$ cat config.mk
export PLATFORM = sky130hd
export DESIGN_NAME = sample_capture_flat
export DESIGN_NICKNAME = d
export VERILOG_FILES = /design/src/rtl/sample_capture_if.sv /design/src/rtl/sample_capture.sv /design/src/flat_wrapper.sv
export SDC_FILE = /design/constraint.sdc
export NUM_CORES = 1
export LEC_CHECK = 0
export BUFFER_PORTS_ARGS = -buffer_cell sky130_fd_sc_hd__buf_2
export CAP_MARGIN = 10
export CORE_MARGIN = 4
export CORE_UTILIZATION = 57
export DETAILED_ROUTE_END_ITERATION = 10
export PLACE_DENSITY = 0.8
export SETUP_SLACK_MARGIN = 0.15
export SYNTH_ARGS = -nofsm -noshare
export SYNTH_HDL_FRONTEND = slang
export SYNTH_SLANG_ARGS = --single-unit
export TNS_END_PERCENT = 5
$ cat constraint.sdc
create_clock -name clk -period 4.3 [get_ports clk]
set_clock_uncertainty 0.15 [all_clocks]
set_input_delay 0.43 -clock clk [delete_from_list [all_inputs] [get_ports clk]]
set_output_delay 0.43 -clock clk [all_outputs]
set_load 0.1 [all_outputs]
$ cat src/rtl/sample_capture_if.sv
// -----------------------------------------------------------------------------
// sample_capture_if
//   Groups the streaming sample input and the output FIFO write port of the
//   sample capture block.
//
//   Handshake semantics: sample_valid qualifies sample_in for exactly one
//   cycle and has no back-pressure, so the capture block accepts every valid
//   sample. On the FIFO side, fifo_wr_en is a one-cycle strobe that carries
//   fifo_din. A write is only issued for a sample that arrived while fifo_full
//   was low. A sample that arrives while fifo_full is high is dropped rather
//   than stalled.
//
//   Modports:
//     master : the capture block. It consumes samples and FIFO status and
//              drives the FIFO write port.
//     slave  : the surroundings. They drive samples and FIFO status and see
//              the writes.
// -----------------------------------------------------------------------------
interface sample_capture_if #(
  parameter int WIDTH = 16
);
  logic [WIDTH-1:0] sample_in;
  logic             sample_valid;
  logic             fifo_full;
  logic [WIDTH-1:0] fifo_din;
  logic             fifo_wr_en;

  modport master (
    input  sample_in,
    input  sample_valid,
    input  fifo_full,
    output fifo_din,
    output fifo_wr_en
  );

  modport slave (
    output sample_in,
    output sample_valid,
    output fifo_full,
    input  fifo_din,
    input  fifo_wr_en
  );
endinterface

$ cat src/rtl/sample_capture.sv
// -----------------------------------------------------------------------------
// sample_capture
//   Captures a host-programmed number of signed samples from the summed
//   sinusoid stream into the output FIFO. It supports an immediate trigger or
//   a rising crossing of a signed level, and integer decimation. Busy, done
//   and overflow status are reported for host wire-outs.
//
// Ports
//   clk, reset_n  : single rising-edge clock; asynchronous active-low reset
//   bus (master)  : sample_in/sample_valid in; fifo_full in;
//                   fifo_din/fifo_wr_en out
//   start         : capture request level; its rising edge arms a capture
//   abort         : synchronous return to IDLE; takes priority over start
//   capture_len   : number of samples to take (latched on the start edge)
//   decimate      : keep 1 of every decimate+1 valid samples (latched)
//   trig_mode     : 0 = immediate, 1 = rising crossing of trig_level
//   trig_level    : signed trigger threshold (latched)
//   busy          : high while armed or capturing
//   done          : high in DONE until the next start edge or an abort
//   overflow      : sticky; a candidate sample was dropped on fifo_full
//   stored_cnt    : samples actually written in the current/last capture
//   state_dbg     : current FSM state (0 idle, 1 arm, 2 capture, 3 done)
// -----------------------------------------------------------------------------
module sample_capture #(
  parameter int WIDTH = 16,
  parameter int LEN_W = 16,
  parameter int DEC_W = 8
) (
  input  logic             clk,
  input  logic             reset_n,
  sample_capture_if.master bus,
  input  logic             start,
  input  logic             abort,
  input  logic [LEN_W-1:0] capture_len,
  input  logic [DEC_W-1:0] decimate,
  input  logic             trig_mode,
  input  logic [WIDTH-1:0] trig_level,
  output logic             busy,
  output logic             done,
  output logic             overflow,
  output logic [LEN_W-1:0] stored_cnt,
  output logic [1:0]       state_dbg
);

  localparam logic [LEN_W-1:0] LEN_ONE = {{(LEN_W-1){1'b0}}, 1'b1};
  localparam logic [DEC_W-1:0] DEC_ONE = {{(DEC_W-1){1'b0}}, 1'b1};

  typedef enum logic [1:0] {
    S_IDLE    = 2'd0,
    S_ARM     = 2'd1,
    S_CAPTURE = 2'd2,
    S_DONE    = 2'd3
  } state_t;

  state_t state_q, state_d;

  logic                    start_q;
  logic [LEN_W-1:0]        len_q;
  logic [LEN_W-1:0]        taken_q;
  logic [DEC_W-1:0]        dec_q;
  logic [DEC_W-1:0]        dec_cnt_q;
  logic signed [WIDTH-1:0] level_q;
  logic signed [WIDTH-1:0] prev_q;

  logic start_edge;
  logic load;
  logic crossing;
  logic candidate;
  logic last_cand;
  logic dec_step;

  // Shared decode used by both the FSM and the datapath.
  always_comb begin
    start_edge = start & ~start_q;
    load       = start_edge && !abort && (state_q == S_IDLE || state_q == S_DONE);
    crossing   = bus.sample_valid && (prev_q < level_q) &&
                 ($signed(bus.sample_in) >= level_q);
    // The sample that fires the trigger is also the first candidate. That is
    // why ARM can produce a candidate in the same cycle it leaves.
    candidate  = !abort &&
                 ((state_q == S_ARM && trig_mode && crossing) ||
                  (state_q == S_CAPTURE && bus.sample_valid && dec_cnt_q == '0));
    last_cand  = candidate && ((taken_q + LEN_ONE) == len_q);
    // Only valid samples seen during capture (including the trigger) advance
    // the decimation phase.
    dec_step   = !abort && (candidate || (state_q == S_CAPTURE && bus.sample_valid));
  end

  // State register
  always_ff @(posedge clk or negedge reset_n) begin
    if (!reset_n) begin
      state_q <= S_IDLE;
    end else begin
      state_q <= state_d;
    end
  end

  // Next-state logic
  always_comb begin
    state_d = state_q;
    if (abort) begin
      state_d = S_IDLE;
    end else begin
      case (state_q)
        S_IDLE, S_DONE: begin
          if (start_edge) state_d = (capture_len == '0) ? S_DONE : S_ARM;
        end
        S_ARM: begin
          if (last_cand)                   state_d = S_DONE;
          else if (!trig_mode || candidate) state_d = S_CAPTURE;
        end
        S_CAPTURE: begin
          if (last_cand) state_d = S_DONE;
        end
        default: state_d = S_IDLE;
      endcase
    end
  end

  // Output decode
  always_comb begin
    busy      = (state_q == S_ARM) || (state_q == S_CAPTURE);
    done      = (state_q == S_DONE);
    state_dbg = state_q;
  end

  // Datapath: edge detect, latched controls, counters and FIFO write port.
  always_ff @(posedge clk or negedge reset_n) begin
    if (!reset_n) begin
      start_q        <= 1'b0;
      len_q          <= '0;
      taken_q        <= '0;
      dec_q          <= '0;
      dec_cnt_q      <= '0;
      level_q        <= '0;
      prev_q         <= '0;
      overflow       <= 1'b0;
      stored_cnt     <= '0;
      bus.fifo_din   <= '0;
      bus.fifo_wr_en <= 1'b0;
    end else begin
      start_q        <= start;
      bus.fifo_wr_en <= 1'b0;
      // The previous sample is tracked in every state so that a trigger can
      // fire on the first sample seen after arming.
      if (bus.sample_valid) prev_q <= $signed(bus.sample_in);

      if (load) begin
        len_q      <= capture_len;
        dec_q      <= decimate;
        level_q    <= $signed(trig_level);
        taken_q    <= '0;
        dec_cnt_q  <= '0;
        overflow   <= 1'b0;
        stored_cnt <= '0;
      end else begin
        if (dec_step) begin
          dec_cnt_q <= (dec_cnt_q == dec_q) ? '0 : dec_cnt_q + DEC_ONE;
        end
        if (candidate) begin
          // A dropped sample still counts as taken, so the captured record
          // keeps its spacing in time.
          taken_q <= taken_q + LEN_ONE;
          if (bus.fifo_full) begin
            overflow <= 1'b1;
          end else begin
            bus.fifo_din   <= bus.sample_in;
            bus.fifo_wr_en <= 1'b1;
            stored_cnt     <= stored_cnt + LEN_ONE;
          end
        end
      end
    end
  end

endmodule

$ cat src/flat_wrapper.sv
// flat-port wrapper written by rule: the top's interface ports become plain ports
module sample_capture_flat 
#(
  parameter int WIDTH = 16,
  parameter int LEN_W = 16,
  parameter int DEC_W = 8
)
  (clk, reset_n, start, abort, capture_len, decimate, trig_mode, trig_level, busy, done, overflow, stored_cnt, state_dbg, bus_sample_in, bus_sample_valid, bus_fifo_full, bus_fifo_din, bus_fifo_wr_en);
  sample_capture_if #(.WIDTH(WIDTH)) bus_i ();
  input  logic clk;
  input  logic reset_n;
  input  logic start;
  input  logic abort;
  input  logic [LEN_W-1:0] capture_len;
  input  logic [DEC_W-1:0] decimate;
  input  logic trig_mode;
  input  logic [WIDTH-1:0] trig_level;
  output logic busy;
  output logic done;
  output logic overflow;
  output logic [LEN_W-1:0] stored_cnt;
  output logic [1:0] state_dbg;
  input wire logic [$bits(bus_i.sample_in)-1:0] bus_sample_in;
  input wire logic [$bits(bus_i.sample_valid)-1:0] bus_sample_valid;
  input wire logic [$bits(bus_i.fifo_full)-1:0] bus_fifo_full;
  output wire logic [$bits(bus_i.fifo_din)-1:0] bus_fifo_din;
  output wire logic [$bits(bus_i.fifo_wr_en)-1:0] bus_fifo_wr_en;
  assign bus_i.sample_in = bus_sample_in;
  assign bus_i.sample_valid = bus_sample_valid;
  assign bus_i.fifo_full = bus_fifo_full;
  assign bus_fifo_din = bus_i.fifo_din;
  assign bus_fifo_wr_en = bus_i.fifo_wr_en;
  sample_capture #(.WIDTH(WIDTH), .LEN_W(LEN_W), .DEC_W(DEC_W)) u_core (.clk(clk), .reset_n(reset_n), .bus(bus_i), .start(start), .abort(abort), .capture_len(capture_len), .decimate(decimate), .trig_mode(trig_mode), .trig_level(trig_level), .busy(busy), .done(done), .overflow(overflow), .stored_cnt(stored_cnt), .state_dbg(state_dbg));
endmodule
* Word-level counts from Yosys, hierarchy flattened
Cells that the tools add are included.
Widths: inputs -> output; s select.
** Storage, ports and cells
- Input bits :: 63
- Logic and storage cells :: 80
- Bits in registers :: 117
- Output and inout port bits :: 38
** Operators by class
- Bitwise operators :: 4
- Magnitude comparators :: 2
- Add/subtract/negate cells :: 3
- Reduce and logical (&&, ||, !) cells :: 29
- Mux-type cells :: 21
- Equality and inequality tests :: 9
** Operators with widths (count)
- $mux 16 :: 5
- $add 16x1->16 const B :: 2
- $mux 8 :: 3
- $eq 16x16->1 :: 1
- $ge 16x16->1 :: 1
- $logic_not 16->1 :: 1
- $lt 16x16->1 :: 1
- $mux 2 :: 6
- $logic_and 1x1->1 :: 11
- $add 8x1->8 const B :: 1
- $eq 8x8->1 :: 1
- $logic_not 8->1 :: 1
- $mux 1 :: 6
- $ne 3x2->1 const B :: 2
- $pmux 2 s3 :: 1
- $reduce_and 3->1 :: 2
- $reduce_bool 2->1 :: 3
- $logic_or 1x1->1 :: 5
- $eq 2x2->1 const B :: 2
- $ne 4x3->1 const B :: 1
- $reduce_and 2->1 :: 2
- $not 1->1 :: 3
- $eq 2x1->1 const B :: 1
- $logic_not 1->1 :: 2
- other kinds (4) :: 4

* Logic depth before layout (Yosys ltp)
- Depth after elaboration :: 11
- Gate-level depth with buffers :: 12
- Gate-level depth less buffers :: 10

* Least setup slack after synthesis
OpenSTA, ideal clock, no wires.
- Path type :: flip-flop to flip-flop
- Start :: reg u_core.state_q[0] (netlist: u_core.state_dbg[0])
- End :: reg u_core.dec_cnt_q[2]
- Setup slack :: 0.718 ns
- Cell stages (with the launch flop) :: 12
- Required time :: 4.086 ns
- Arrival time :: 3.368 ns
- Buffers on the path :: 1
- Library setup time :: 0.064 ns
- Clock period less this slack :: 3.582 ns
- Cells stage by stage :: dfrtp_1 > inv_1 > ha_1 > inv_1 > nor3_1 > nor2_1 > o21ai_0 > or2_2 > o31a_1 > clkbuf_1 > nor3b_1 > a21o_1
** Between the ends
- Longest elaborated chain between the ends :: 8
- Elaborated cells on any way between the ends :: 16
- Those cells by class :: 3 x eq/ne; 1 x mux; 12 x reduce/logical
** RTL lines
- from (decl) :: RTL line sample_capture.sv:55 : state_t state_q, state_d;
- from (signal assigned) :: RTL line sample_capture.sv:94 : state_q <= state_d;
- $eq 2x1->1 / $eq 2x2->1 (equally long branches) :: RTL line sample_capture.sv:81, sample_capture.sv:82, sample_capture.sv:86
- $logic_and 1x1->1, on equally long branches :: RTL line sample_capture.sv:81, sample_capture.sv:82, sample_capture.sv:86
- $logic_and 1x1->1, on equally long branches :: RTL line sample_capture.sv:81, sample_capture.sv:82
- $logic_or 1x1->1 :: RTL line sample_capture.sv:81 : ((state_q == S_ARM && trig_mode && crossing) ||
- $logic_and 1x1->1 :: RTL line sample_capture.sv:80 : candidate = !abort &&
- $logic_or 1x1->1 :: RTL line sample_capture.sv:86 : dec_step = !abort && (candidate || (state_q == S_CAPTURE && bus.sample_valid));
- $logic_and 1x1->1 :: RTL line sample_capture.sv:86
- $reduce_bool 2->1 (no source line)
- to (signal assigned) :: RTL line sample_capture.sv:158 : dec_cnt_q <= (dec_cnt_q == dec_q) ? '0 : dec_cnt_q + DEC_ONE;
- to (decl) :: RTL line sample_capture.sv:61 : logic [DEC_W-1:0] dec_cnt_q;
Several ways; a longest one is shown, not always the timed one.
A chain may end at the register's enable or synchronous reset.

* Worst setup path in the final report
- Start :: reg u_core.dec_cnt_q[0]
- End :: reg u_core.state_q[0] (netlist: u_core.state_dbg[0])
** Between the ends
- Longest elaborated chain between the ends :: 8
- Elaborated cells on any way between the ends :: 12
- Those cells by class :: 2 x eq/ne; 3 x mux; 7 x reduce/logical
** RTL lines
- $logic_not 8->1 * :: RTL line sample_capture.sv:82 : (state_q == S_CAPTURE && bus.sample_valid && dec_cnt_q == '0));
- $logic_and 1x1->1 * :: RTL line sample_capture.sv:82
- $logic_or 1x1->1 * :: RTL line sample_capture.sv:81
- $logic_and 1x1->1 * :: RTL line sample_capture.sv:80
- $logic_and 1x1->1 :: RTL line sample_capture.sv:83 : last_cand = candidate && ((taken_q + LEN_ONE) == len_q);
- $mux 2 :: RTL line sample_capture.sv:109 : if (last_cand) state_d = S_DONE;
- $pmux 2 s3 :: RTL line sample_capture.sv:104 : case (state_q)
- $mux 2 :: RTL line sample_capture.sv:101 : if (abort) begin
Every way passes the cells marked *; elsewhere a longest branch is shown, timed or not.

==> metrics.log <==
[metrics] static leakage: 3.796 nW
[metrics] Sink Count: 117
[metrics] clock-pin slew on the worst setup and hold paths: 50 ps
[metrics] drt initial violations: 295
[metrics] clock period minus worst slack: 3486 ps
[metrics] synthesized net count: 780
[metrics] fraction of layout cells with a size suffix above 1: 24.05%
[metrics] n_diodes: 0
[metrics] unrepaired setup endpoints after global routing: false
[metrics] Area Growth Syn to Fin: 18.15%
[metrics] Boundary Pins: 101
[metrics] grt ovf: 0
[metrics] pin count of the biggest net entering global routing: 54
[metrics] pwr/cell area: 578.6 mW/mm²
[metrics] DRC violations left: 0
[metrics] Filler Cell Count: 837
[metrics] Mapped Cells: 679
[metrics] worst stage delay on the critical path: 610 ps
[metrics] CTS buffer count: 17
[metrics] quantity of hold-fixing buffers added after cts: 2
[metrics] number of hold violations in the final report: 0
[metrics] number of buffers added for setup after CTS: 0
[metrics] width of the chip: 115.1 µm
[metrics] RR Startpoint: u_core.dec_cnt_q[0]$_DFFE_PN0P_
[metrics] tightest hold margin: 55.37 ps
[metrics] clock latency at the later pin of the worst-skew pair: 420 ps
[metrics] # setup viols final: 0
[metrics] final critical-path share of the clock period: 81.06%
[metrics] GP Congestion: 0.8914
[metrics] Final Max Slew Viols: 0
[metrics] total global routing track utilization: 25.91%
[metrics] cell seen most often among critical-path stages: sky130_fd_sc_hd__nor4_1
[metrics] Worst Setup SP: u_core.dec_cnt_q[0]$_DFFE_PN0P_
[metrics] dpl hpwl: 11,390 µm
[metrics] routed wire length: 15,970 µm
[metrics] count of yosys warnings during synthesis: 0
[metrics] async set-reset flop share out of synthesis: 100.0%
[metrics] vias in the first global route: 5,726
[metrics] launch instance of the worst min-delay path: decimate[5]
[metrics] CTS-repair resized insts: 0
[metrics] starting density of the core: 59.26%
[metrics] number of synthesized flops with an enable pin: 0
[metrics] Die Span Y: 115.1 µm
[metrics] number of detailed-route iterations in the first pass: 5
[metrics] CP max-delay cell: sky130_fd_sc_hd__nor4_1
[metrics] most common cell after layout, fill and taps aside: sky130_fd_sc_hd__nand2_1
[metrics] worst flop-to-flop path endpoint: u_core.state_dbg[0]$_DFFE_PN0P_
[metrics] critical path endpoint: u_core.state_dbg[0]$_DFFE_PN0P_
[metrics] Bufs on Longest Clock Path: 2
[metrics] port bufs: 100
[metrics] commonest non-fill, non-tap cells in the layout: sky130_fd_sc_hd__nand2_1 (124), sky130_fd_sc_hd__dfrtp_1 (117), sky130_fd_sc_hd__buf_2 (99), sky130_fd_sc_hd__nor2_1 (38), sky130_fd_sc_hd__ha_1 (38)
[metrics] max_slew headroom: 50.20%
[metrics] number of antenna violations at the first check in global routing: 1
[metrics] transition at the pin with the smallest max-transition slack: 736.6 ps
[metrics] die area: 0.01324 mm²
[metrics] deepest level of the CTS H-tree: 4
[metrics] Avg Inst Size Synth: 9.626 µm²
[metrics] vias post-DR: 5,470
[metrics] count of antenna-violating nets left after detailed routing: 0
[metrics] clock tree from TritonCTS: built
[metrics] worst path cell trace: inv_1 > ha_1 > nor4b_1 > nand3_1 > nor4_1 > nor3_1 > a21o_1 > nor4_1 > o22ai_1 > a211oi_1
[metrics] CTS Root Buffer Type: sky130_fd_sc_hd__clkbuf_16
[metrics] maximum fanout along the worst path: 8
[metrics] crit path launch type: flop
[metrics] average wire length per cell after detail routing: 17.17 µm
[metrics] Fmax: 0.2869 GHz
[metrics] number of vias per cell: 5.882
[metrics] number of distinct library cells after synthesis: 57
[metrics] accumulated negative setup slack: 0 ps
[metrics] wire length of the first global-routing pass: 27,110 µm
[metrics] post-synthesis instance area: 0.006536 mm²
[metrics] depth of the most critical reg-to-reg path: 10
[metrics] Core Region: 0.01103 mm²
[metrics] worst setup path class: flop to flop
[metrics] dominant synthesized flop cell: sky130_fd_sc_hd__dfrtp_1
[metrics] category of the worst setup path capture point: flop
[metrics] Maximum Capacitance Violations: 0
[metrics] required time at the worst-slack endpoint: 4470 ps
[metrics] portion of the post-synthesis area used by sequential elements: 44.79%
[metrics] maximum vdd drop: 0.5848 mV
[metrics] number of standard-cell rows in the floorplan: 38
[metrics] Data arrival, critical path: 3660 ps
[metrics] register bit count reported by yosys: 117
[metrics] class of the worst hold path: input pin to flop
[metrics] outcome: complete, no violations
[metrics] r2r setup slk: 810 ps
[metrics] net count reported at finish: 880
critical path, delay by kind of cell (launching register included):
kind | cells | cell delay (ps)
AOI/OAI and AO/OA | 3 | 790
and+or+nand+nor | 5 | 1760
buffers and inverters | 1 | 90
DFF | 1 | 440
adders and majority gates | 1 | 160
routing by layer:
layer	vias to the layer above	part of all wire [%]	global-route usage [%]	routed length [µm]
met5	-	0.044	0	7
met4	2	2.8	11.50	455
met3	40	6.1	7.421	976
met2	182	50	42.36	7927
met1	2666	41	32.06	6605
li1	2580	-	-	-
flip-flops by register name (all words and copies together) (netlist names):
| name | cells |
|---|---|
| u_core.bus.fifo_din | 16 |
| u_core.len_q | 16 |
| u_core.level_q | 16 |
| u_core.prev_q | 16 |
| u_core.stored_cnt | 16 |
| u_core.taken_q | 16 |
| u_core.dec_cnt_q | 8 |
| u_core.dec_q | 8 |
| u_core.state_dbg | 2 |
| u_core.bus.fifo_wr_en | 1 |
| u_core.overflow | 1 |
| u_core.start_q | 1 |
final cells by class:
cell class	instances	area [µm²]	area share, %
Sequential cell	117	2928	37.91
Multi-Input combinational cell	502	3369	43.63
Tap cell	140	175.2	2.268
Inverter	32	120.1	1.555
Clock buffer	26	509.2	6.594
Timing Repair Buffer	109	575.6	7.453
Clock inverter	4	45.04	0.5833
logic make-up (layout without fill, tap and decap cells):
group                      Yosys count  in the layout  synth area share (%)
muxes                               40             40                 7.255
xor gates and xnor gates            37             37                 4.958
buffers and inverters               60            171                 3.829
DFF                                117            117                 44.79
and+or+nand+nor                    272            272                 20.35
adders and majority gates           38             38                 7.274
AOI/OAI and AO/OA                  115            115                 11.54
how the worst min path moves through the flow:
stage	end	slack, ps	cells past startpoint
after CTS	u_core.level_q[0]$_DFFE_PN0P_	40	3
after global placement	u_core.overflow$_DFFE_PN0P_	330	2
final	u_core.dec_q[5]$_DFFE_PN0P_	60	3
after floorplan	u_core.bus.fifo_din[0]$_DFFE_PN0P_	-20	0
after detailed placement	u_core.dec_q[3]$_DFFE_PN0P_	340	2
after global routing	u_core.dec_q[7]$_DFFE_PN0P_	60	3
cell usage after synthesis (all sizes together) (8+ instances only):
master,n,area [µm²]
xnor2,29,254.0
and3,10,62.56
ha,38,475.5
mux2i,8,80.08
buf,12,70.07
inv,32,120.1
nor2,38,142.6
dfrtp,117,2928
nand3,15,75.07
nor3,15,80.08
nand2,125,476.7
a21oi,32,160.2
nand4,20,131.4
xor2,8,70.07
a21o,8,60.06
nor4,16,121.4
o21ai,30,150.1
clkbuf,16,60.06
a31o,16,140.1
mux2,32,394.1
where the power goes:
part           leakage [nW]  switching [W]  internal (W)
clock                 0.276       0.000473      0.000860
sequential             1.53       0.000187       0.00136
combinational          1.99        0.00105      0.000536
through the flow:
stage               cells  setup WS [ps]  total power, W  util, %  cell area [µm²]
detailed placement    898          939.6        0.003136    64.80             7148
CTS                   930          896.4        0.004485    70.01             7722
finish                930          814.3        0.004468    70.01             7722
global placement      898           1109        0.003052    64.80             7148
floorplan             679          718.4        0.002742        -             6536
global route          930          672.7        0.004724    70.01             7722
No activity file was read; power rests on OpenSTA's default activity.
